--- src/rtl/wb_write_queue.sv ---
// In-order writeback queue in front of the 16x16 register file write port.
// Accepts up to two requests per cycle (mem older than alu), drains one per cycle, and bypasses pending values to both read ports.
module wb_write_queue #(
    parameter int DEPTH = 4,
    parameter int AW    = 2
) (
    input  logic          clk,
    input  logic          rst,
    input  logic          mem_valid,
    input  logic [3:0]    mem_reg,
    input  logic [15:0]   mem_data,
    output logic          mem_ready,
    input  logic          alu_valid,
    input  logic [3:0]    alu_reg,
    input  logic [15:0]   alu_data,
    output logic          alu_ready,
    input  logic          wb_hold,
    output logic [3:0]    DstReg,
    output logic          WriteReg,
    output logic [15:0]   DstData,
    input  logic [3:0]    SrcReg1,
    input  logic [3:0]    SrcReg2,
    output logic          byp_hit1,
    output logic [15:0]   byp_data1,
    output logic          byp_hit2,
    output logic [15:0]   byp_data2,
    output logic [AW:0]   count,
    output logic          full,
    output logic          empty
);

    logic [3:0]       reg_q  [DEPTH];
    logic [15:0]      data_q [DEPTH];
    logic [DEPTH-1:0] vld_q;
    logic [AW-1:0]    rd_ptr;
    logic [AW-1:0]    wr_ptr;
    logic [AW-1:0]    alu_idx;
    logic [AW:0]      count_q;
    logic [AW:0]      free;
    logic [AW:0]      enq_n;
    logic [AW:0]      deq_n;
    logic             mem_enq;
    logic             alu_enq;
    logic             deq;

    assign count = count_q;
    assign empty = (count_q == '0);
    assign full  = (count_q == (AW+1)'(DEPTH));

    // Readiness looks only at the registered occupancy; a drain in the same cycle does not free a slot early.
    assign free      = (AW+1)'(DEPTH) - count_q;
    assign mem_ready = (free >= (AW+1)'(1));
    assign alu_ready = (free >= (AW+1)'(2)) | ((free >= (AW+1)'(1)) & ~mem_valid);

    // Writes to R0 complete the handshake but never occupy a slot.
    assign mem_enq = mem_valid & mem_ready & (mem_reg != 4'd0);
    assign alu_enq = alu_valid & alu_ready & (alu_reg != 4'd0);
    assign alu_idx = mem_enq ? wr_ptr + AW'(1) : wr_ptr;

    assign deq   = ~empty & ~wb_hold & ~rst;
    assign enq_n = (AW+1)'(mem_enq) + (AW+1)'(alu_enq);
    assign deq_n = (AW+1)'(deq);

    assign WriteReg = deq;
    assign DstReg   = empty ? 4'd0  : reg_q[rd_ptr];
    assign DstData  = empty ? 16'd0 : data_q[rd_ptr];

    // Walks oldest to youngest so the last match seen is the youngest pending value.
    function automatic logic [16:0] lookup(input logic [3:0] src);
        logic [AW-1:0] idx;
        logic          hit;
        logic [15:0]   data;
        hit  = 1'b0;
        data = 16'd0;
        idx  = '0;
        if (src != 4'd0) begin
            for (int i = 0; i < DEPTH; i++) begin
                idx = rd_ptr + AW'(i);
                if (vld_q[idx] && (reg_q[idx] == src)) begin
                    hit  = 1'b1;
                    data = data_q[idx];
                end
            end
        end
        return {hit, data};
    endfunction

    always_comb begin
        {byp_hit1, byp_data1} = lookup(SrcReg1);
        {byp_hit2, byp_data2} = lookup(SrcReg2);
    end

    always_ff @(posedge clk) begin
        if (rst) begin
            rd_ptr  <= '0;
            wr_ptr  <= '0;
            count_q <= '0;
            vld_q   <= '0;
        end else begin
            if (deq) begin
                vld_q[rd_ptr] <= 1'b0;
                rd_ptr        <= rd_ptr + AW'(1);
            end
            if (mem_enq) begin
                reg_q[wr_ptr]  <= mem_reg;
                data_q[wr_ptr] <= mem_data;
                vld_q[wr_ptr]  <= 1'b1;
            end
            if (alu_enq) begin
                reg_q[alu_idx]  <= alu_reg;
                data_q[alu_idx] <= alu_data;
                vld_q[alu_idx]  <= 1'b1;
            end
            wr_ptr  <= wr_ptr + AW'(mem_enq) + AW'(alu_enq);
            count_q <= count_q + enq_n - deq_n;
        end
    end

endmodule

--- config.mk ---
export PLATFORM = sky130hd
export DESIGN_NAME = wb_write_queue
export DESIGN_NICKNAME = d
export VERILOG_FILES = /design/src/rtl/wb_write_queue.sv
export SDC_FILE = /design/constraint.sdc
export NUM_CORES = 1
export LEC_CHECK = 0
export CAP_MARGIN = 10
export CORE_AREA = 5 5 133 135
export CTS_BUF_LIST = sky130_fd_sc_hd__clkbuf_8
export DETAILED_ROUTE_END_ITERATION = 12
export DIE_AREA = 0 0 138 140
export HOLD_SLACK_MARGIN = 0.12
export PLACE_DENSITY = 0.85
export RECOVER_POWER = 25
export SLEW_MARGIN = 20
export SYNTH_ARGS = -nofsm -noshare
export SYNTH_HDL_FRONTEND = slang
export SYNTH_SLANG_ARGS = --single-unit
export TNS_END_PERCENT = 1
--- constraint.sdc ---
create_clock -name clk -period 4.4 [get_ports clk]
set_clock_uncertainty 0.15 [all_clocks]
set_input_delay 0.88 -clock clk [delete_from_list [all_inputs] [get_ports clk]]
set_output_delay 0.88 -clock clk [all_outputs]
set_load 0.02 [all_outputs]
==> results of run 1 <==
## registers in the layout, summed over array words and instances, names as in the netlist, named ones only
name    flops
count       3
vld_q       4
rd_ptr      2
wr_ptr      2
data_q     64
reg_q      16
## worst register-to-register path, cell delays in order (launching register included)
cell and delay (ns):
dfxtp_1 0.42, inv_1 0.11, ha_1 0.21, ha_1 0.29, or4b_1 0.18, and3_1 0.41, clkinvlp_2 0.35, nor3_1 0.25
o21ai_2 0.09, clkbuf_2 0.43, nand2_1 0.26, clkbuf_1 0.41
## worst max-delay path by stage
stage | startpoint | to | slack, ns | cells past startpoint
5_1_grt | rd_ptr[1]$_SDFFE_PP0P_ | byp_data2[6] | -0.11 | 11
6_report | rd_ptr[1]$_SDFFE_PP0P_ | byp_data1[15] | 0.03 | 11
2_1_floorplan | rd_ptr[0]$_SDFFE_PP0P_ | byp_data1[5] | 0.01 | 17
4_1_cts | rd_ptr[1]$_SDFFE_PP0P_ | byp_data2[3] | 0.006 | 11
3_5_place_dp | SrcReg1[3] | byp_data1[13] | 0.03 | 9
3_3_place_gp | SrcReg2[3] | byp_data2[14] | 0.06 | 9
## repair_timing
item | 4_1_cts | 5_1_grt
pin swaps | 0 | 2
resized for setup | 45 | 66
buffers inserted | 0 | 0
setup endpoints to repair | 34 | 32
endpoints found under the hold margin | 0 | 0
## report_power, final
part / total (mW) / switching, mW / internal (mW)
Combinational: 3.43 / 1.96 / 1.47
Sequential: 1.37 / 0.170 / 1.20
Clock: 0.557 / 0.284 / 0.273
## logic make-up (layout without fill, tap and decap cells)
kind of cell             after synthesis  count (layout)  share of synthesized area [%]
AO/OA/AOI/OAI                        190             190                           14.1
XOR/XNOR                              35              35                           3.89
flip-flops                            93              93                           32.2
buffers and inverters                 93             202                           6.50
multiplexers                         186             186                           29.5
adder cells (fa/ha/maj)               17              17                           2.84
AND/OR/NAND/NOR                      191             191                           11.0
## final cells by class
type | instances | area share (%)
inverters | 12 | 0.459
repair buffers | 174 | 16.1
clock inverters | 6 | 0.558
well taps | 220 | 2.73
flip-flops and latches | 93 | 26.4
clock buffers | 10 | 1.36
multi-input cells | 619 | 52.4
## metal layers
metal	routed length [um]	track usage, %	vias to the layer above	part of all wire (%)
met4	828	10.5	0	3.3
li1	-	-	3278	-
met3	2450	5.15	70	9.7
met5	0	0	-	0
met2	11900	41.3	484	47
met1	9970	33.9	3455	40
## synth_stat cells (all sizes together), types with 3 or more instances
cell / number / share of area, %
mux2: 113 / 15
edfxtp: 80 / 29
nand2: 79 / 3.6
o21ai: 64 / 3.9
buf: 56 / 4.8
a21oi: 44 / 2.7
nor2: 39 / 2.0
mux2i: 38 / 4.6
nor3: 37 / 2.3
mux4: 35 / 9.5
a31oi: 29 / 2.2
o221ai: 29 / 3.1
xnor2: 26 / 2.9
clkbuf: 25 / 1.2
ha: 14 / 2.1
dfxtp: 13 / 3.1
inv: 11 / 0.50
nand3: 9 / 0.67
xor2: 9 / 0.95
and3: 7 / 0.53
nor2b: 6 / 0.45
or4: 6 / 0.54
a22oi: 4 / 0.36
a311oi: 3 / 0.32
and2: 3 / 0.23
fa: 3 / 0.73
o211ai: 3 / 0.27
o22ai: 3 / 0.23
==> summary.md, run 1 <==
| Metric | Value |
|---|---|
| Critical-path top delay cell | mux4_2 |
| Layout cells sized above 1 | between 30% and 40% |
| Hold depth | 2 |
| First-pass GRT wire length | between 40000 and 50000 um |
| CP required | between 3 and 4 ns |
| Leakage power | around 3.4 nW |
| Antenna violations before repair | 0 |
| ANT cells | 0 |
| Period utilization | about 99% |
| Initial core utilization | roughly half |
| Final hold slack | around 0.44 ns |
| Rel. slew slack | 21.0% |
| Avg Inst Size Synth | around 10 um2 |
| Predominant post-synthesis flop cell | edfxtp_1 |
| Multi-input logic area | ~5300 um2 |
| Vias per cell | ~6.4 |
| Final #Nets | 979 |
| Commonest cells after routing, fill and taps aside | mux2_2, edfxtp_1, nand2_1, clkdlybuf4s50_1, o21ai_0 |
| Pwr dens | 531 nW/um2 |
| Syn nets | 875 |
| Worst-margin pin slew | around 1.2 ns |
| Wire per inst | between 20 and 25 um |
| Clock Root Buffer | clkbuf_8 |
| GRT overflow | 0 |
| Worst hold-check path type | reg2reg |
| Routed via count | about 7300 |
| Family with the most delay on the worst path | buffers and inverters |
| # rows | 47 |
| I/O Buffers | approximately 110 |
| Critical Path Start Type | flip-flop |
| Fin. Hold Viols | 0 |
| I/O pins | about 120 |
| Width of the die | around 140 um |
| Final setup vio count | 0 |
| Full die area | just under 20000 um2 |
| Max-slew violations | 0 |
| Worst path max stage delay | 0.58 ns |
| Hold Path Sink | rd_ptr[1]$_SDFFE_PP0P_ |
| WP data arrival | between 3 and 4 ns |
| Total power | 5.36 mW |
| Design Area, Final | slightly above 10000 um2 |
| Register area share after synthesis | between 30 and 40% |
| Dpl ws | 0.0267 ns |
| CTS Hold Buffers Added | 0 |
| #FFs+latches synth | 93 |
| Setup crit end kind | primary output |
| Num CTS Buffers | 9 |
| Core area | about 16000 um2 |
| Reg2reg start | count[1]$_SDFF_PP0_ |
| Critical path peak fanout | 15 |
| Gr usage total | 25.6% |
| CTS clk-pin slew, worst paths | roughly 0.09 ns |
| Commonest non-fill, non-tap cell in the layout | mux2_2 |
| Later-pin clock latency in the skew report | 0.37 ns |
| Layout Cells excl Fill | about 1100 |
| Clock sinks | 93 |
| Period minus WS final | around 4.4 ns |
| CTS tree | yes |
| DRT iter0 DRCs | between 1000 and 1500 |
| Outcome | completed |
| Placed instance area | 10000 um2 |
| HPWL after DPL | ~19000 um |
| Die H | between 100 and 150 um |
| Buf+Inv Stages, Crit Path | 4 |
| Worst R2R Path Depth | 11 |
| Cells after DPL | roughly 1100 |
| Clock Path Buffers | 2 |
| Worst setup margin | roughly 0.034 ns |
| Final Wtd Congestion | 0.977 |
| Storage element area | around 2700 um2 |
| Fill cell count | around 1300 |
| Worst path most repeated cell | buf_12 |
| VDD IR max | between 0.0002 and 0.00025 V |
| Depth of the CTS H-tree | 3 |
| Finished Core Util | about three fifths |
| Achievable Freq | ~0.23 GHz |
| Post-Route WL | approximately 25000 um |
| DRC violations left | 0 |
| Worst-path cell chain | inv_1, ha_1, buf_12, mux4_2, xnor2_2, and3_2, buf_12, a21boi_0, o221ai_1, a31oi_2, dlygate4sd2_1 |
| Number of global-route vias before repair | between 7000 and 8000 |
| Flop2flop setup slack | roughly 0.48 ns |
| Setup_tns | 0 ns |
| RR Endpoint | data_q[0][14]$_DFFE_PP_ |
| Area grow syn2layout | 21.9% |
| Crit Path Class | reg2out |
| Cell variety after synth | between 50 and 60 |
| MaxCap Viol Count | 0 |
| Largest net degree at the start of global routing | 35 |
| EDFF count, synth | 80 |
| Setup repair after global routing missed its margin | true |
| Cells after Synth | a little over 800 |
| Post-DRT Antenna Nets | 0 |
| Hold_sp | rd_ptr[1]$_SDFFE_PP0P_ |
| Synth warn | 0 |
| Cell area after synthesis | a little over 8000 um2 |
| Ys async rst share | 0% |
| Pre-antenna DRT Iters | 6 |
(Power assumes the default switching activity.)
==> run 2, diff against run 1 <==
--- a/config.mk
+++ b/config.mk
@@ -11,8 +11,9 @@
 export DETAILED_ROUTE_END_ITERATION = 12
 export DIE_AREA = 0 0 138 140
 export HOLD_SLACK_MARGIN = 0.12
+export MAX_ROUTING_LAYER = met4
 export PLACE_DENSITY = 0.85
-export RECOVER_POWER = 25
+export SKIP_CTS_REPAIR_TIMING = 1
 export SLEW_MARGIN = 20
 export SYNTH_ARGS = -nofsm -noshare
 export SYNTH_HDL_FRONTEND = slang
==> summary.md, run 2 (same netlist as run 1, synthesis figures left out) <==
| Metric | Value |
|---|---|
| Largest register FFs | 64 (unchanged) |
| Rel. slew slack | 51.1% (+30 points) |
| M3 GR Usage | 3.44% (-1.7 points) |
| Max-slew violations | 0 (unchanged) |
| Leakage power | 3.61 nW (+7.3%) |
| I/O Buffers | 114 (unchanged) |
| Critical Path Start Type | flip-flop |
| Reg2reg start | count[0]$_SDFF_PP0_ |
| Worst-margin pin slew | 0.725 ns (-0.460 ns) |
| Initial core utilization | 50.6% (unchanged) |
| Most flops, register | data_q |
| Area grow syn2layout | 23.3% |
| Pwr dens | 520 nW/um2 (-2.0%) |
| CTS clk-pin slew, worst paths | 0.09 ns (about the same) |
| Depth of the CTS H-tree | 3 (unchanged) |
| GR peak layer | met2 |
| Post-DRT Antenna Nets | 0 (unchanged) |
| Final hold slack | 0.450 ns (+0.00871 ns) |
| Fill cell count | 1275 (-0.31%) |
| Largest regs | data_q: 64 flops, reg_q: 16 flops, vld_q: 4 flops |
| Layout Cells excl Fill | 1135 (+0.088%) |
| Gr usage total | 26.0% (+0.41 points) |
| GRT overflow | 0 (unchanged) |
| I/O pins | 115 (unchanged) |
| HPWL after DPL | 18700 um (+0.16%) |
| Outcome | finished, violations left |
| Placed instance area | 10000 um2 (about the same) |
| Width of the die | 138 um (unchanged) |
| Commonest non-fill, non-tap cell in the layout | mux2_2 |
| First-pass GRT wire length | 39900 um (-0.72%) |
| Num CTS Buffers | 9 (unchanged) |
| Met1 usage | 35.5% (+1.6 points) |
| Clock sinks | 93 (unchanged) |
| Pre-antenna DRT Iters | 5 (-1) |
| Vias per cell | 6.42 (about the same) |
| Critical path peak fanout | 33 (+18) |
| Final Wtd Congestion | 0.987 (+1.1%) |
| DRC violations left | 0 (unchanged) |
| DRT iter0 DRCs | 1385 (+28%) |
| Die H | 140 um (unchanged) |
| Worst hold-check path type | reg2reg |
| Violated checks | setup timing |
| Largest net degree at the start of global routing | 35 (unchanged) |
| Design Area, Final | 10200 um2 (+1.1%) |
| Period utilization | 104% (+4.8 points) |
| Hold_sp | rd_ptr[1]$_SDFFE_PP0P_ |
| Met2 usage | 41.3% (about the same) |
| Layout cells sized above 1 | 30.3% (-1.0 points) |
| Core area | 16300 um2 (unchanged) |
| Clock Path Buffers | 2 (unchanged) |
| Number of global-route vias before repair | 7041 (-2.2%) |
| RR Endpoint | data_q[1][7]$_DFFE_PP_ |
| Period minus WS final | 4.58 ns (+0.213 ns) |
| Cells after DPL | 1119 (+0.089%) |
| Worst R2R Path Depth | 10 (-1) |
| Commonest cells after routing, fill and taps aside | mux2_2, clkdlybuf4s50_1, edfxtp_1, nand2_1, o21ai_0 |
| Wire per inst | 22.3 um (+0.52%) |
| Full die area | 19300 um2 (unchanged) |
| Flop2flop setup slack | 0.80 ns (+0.32 ns) |
| CTS tree | yes |
| Crit Path Class | reg2out |
| Routed via count | 7288 (+0.014%) |
| Achievable Freq | 0.218 GHz (-4.6%) |
| Finished Core Util | 62.4% (+0.69 points) |
| # rows | 47 (unchanged) |
| Final setup vio count | 2 (+2) |
| Later-pin clock latency in the skew report | 0.35 ns (-0.02 ns) |
| Final #Nets | 980 (+0.10%) |
| Setup crit end kind | primary output |
| WP data arrival | 3.55 ns (+0.21 ns) |
| ANT cells | 0 (unchanged) |
| Clock Root Buffer | clkbuf_8 |
| Post-Route WL | 25300 um (+0.60%) |
| Hold depth | 2 (unchanged) |
| MaxCap Viol Count | 0 (unchanged) |
| Fin. Hold Viols | 0 (unchanged) |
| Setup repair after global routing missed its margin | true |
| Worst setup margin | -0.179 ns (-0.213 ns) |
| CP required | 3.37 ns (about the same) |
| Setup_tns | -0.354 ns (-0.354 ns) |
| VDD IR max | 0.000282 V (+14%) |
| Antenna violations before repair | 0 (unchanged) |
## run 2: cell types whose count changed in the layout (fill, tap and decap cells not counted), moves of 3 or more
cell / delta
xnor2_2: -4
dlygate4sd2_1: -4
buf_4: +7
dlygate4sd3_1: -5
clkdlybuf4s50_1: +7
clkbuf_2: -12
and2_1: +3
dlymetal6s2s_1: +16
clkbuf_1: -6
## run 2: layout make-up
| cell class | instances | area (um2) | area share, % |
|---|---|---|---|
| multi-input cells | 619 | 5300 | 52.0 |
| flip-flops and latches | 93 | 2670 | 26.1 |
| repair buffers | 175 | 1750 | 17.1 |
| well taps | 220 | 275 | 2.70 |
| clock buffers | 9 | 124 | 1.21 |
| inverters | 12 | 46.3 | 0.454 |
| clock inverters | 7 | 42.5 | 0.417 |
## run 2: power breakdown
group	total, mW	internal (mW)	switching [mW]
clock network	0.488	0.202	0.286
logic	3.45	1.50	1.95
registers	1.37	1.20	0.173
total	5.31	2.90	2.41
## run 2: worst max-delay path: stages (launching register included)
cell	delay (ns)
dfxtp_4	0.35
buf_4	0.31
buf_6	0.37
mux2i_1	0.21
mux2_2	0.33
or4_1	0.58
buf_12	0.20
o21ai_0	0.22
a31oi_2	0.05
clkdlybuf4s50_1	0.55
## run 2: through the flow
stage                     worst slack (ns)  power, mW
after floorplan                     0.0110       3.57
after global placement              0.0251       4.62
after detailed placement          -0.00743       4.72
after CTS                           -0.363       5.22
after global routing                -0.337       5.59
final                               -0.179       5.31
## run 2: worst max path at each step
stage                               end              startpoint
final                     byp_data1[15]  rd_ptr[0]$_SDFFE_PP0P_
after global routing           byp_hit1  rd_ptr[0]$_SDFFE_PP0P_
after CTS                  byp_data1[9]  rd_ptr[0]$_SDFFE_PP0P_
after detailed placement  byp_data2[14]              SrcReg2[2]
after global placement    byp_data2[14]              SrcReg2[2]
after floorplan            byp_data1[5]  rd_ptr[0]$_SDFFE_PP0P_
## run 2: routing by layer
layer,vias to the layer above,share of wire (%)
met5,-,0
met4,0,2.2
met3,53,9.8
met2,474,48
met1,3488,41
li1,3273,-
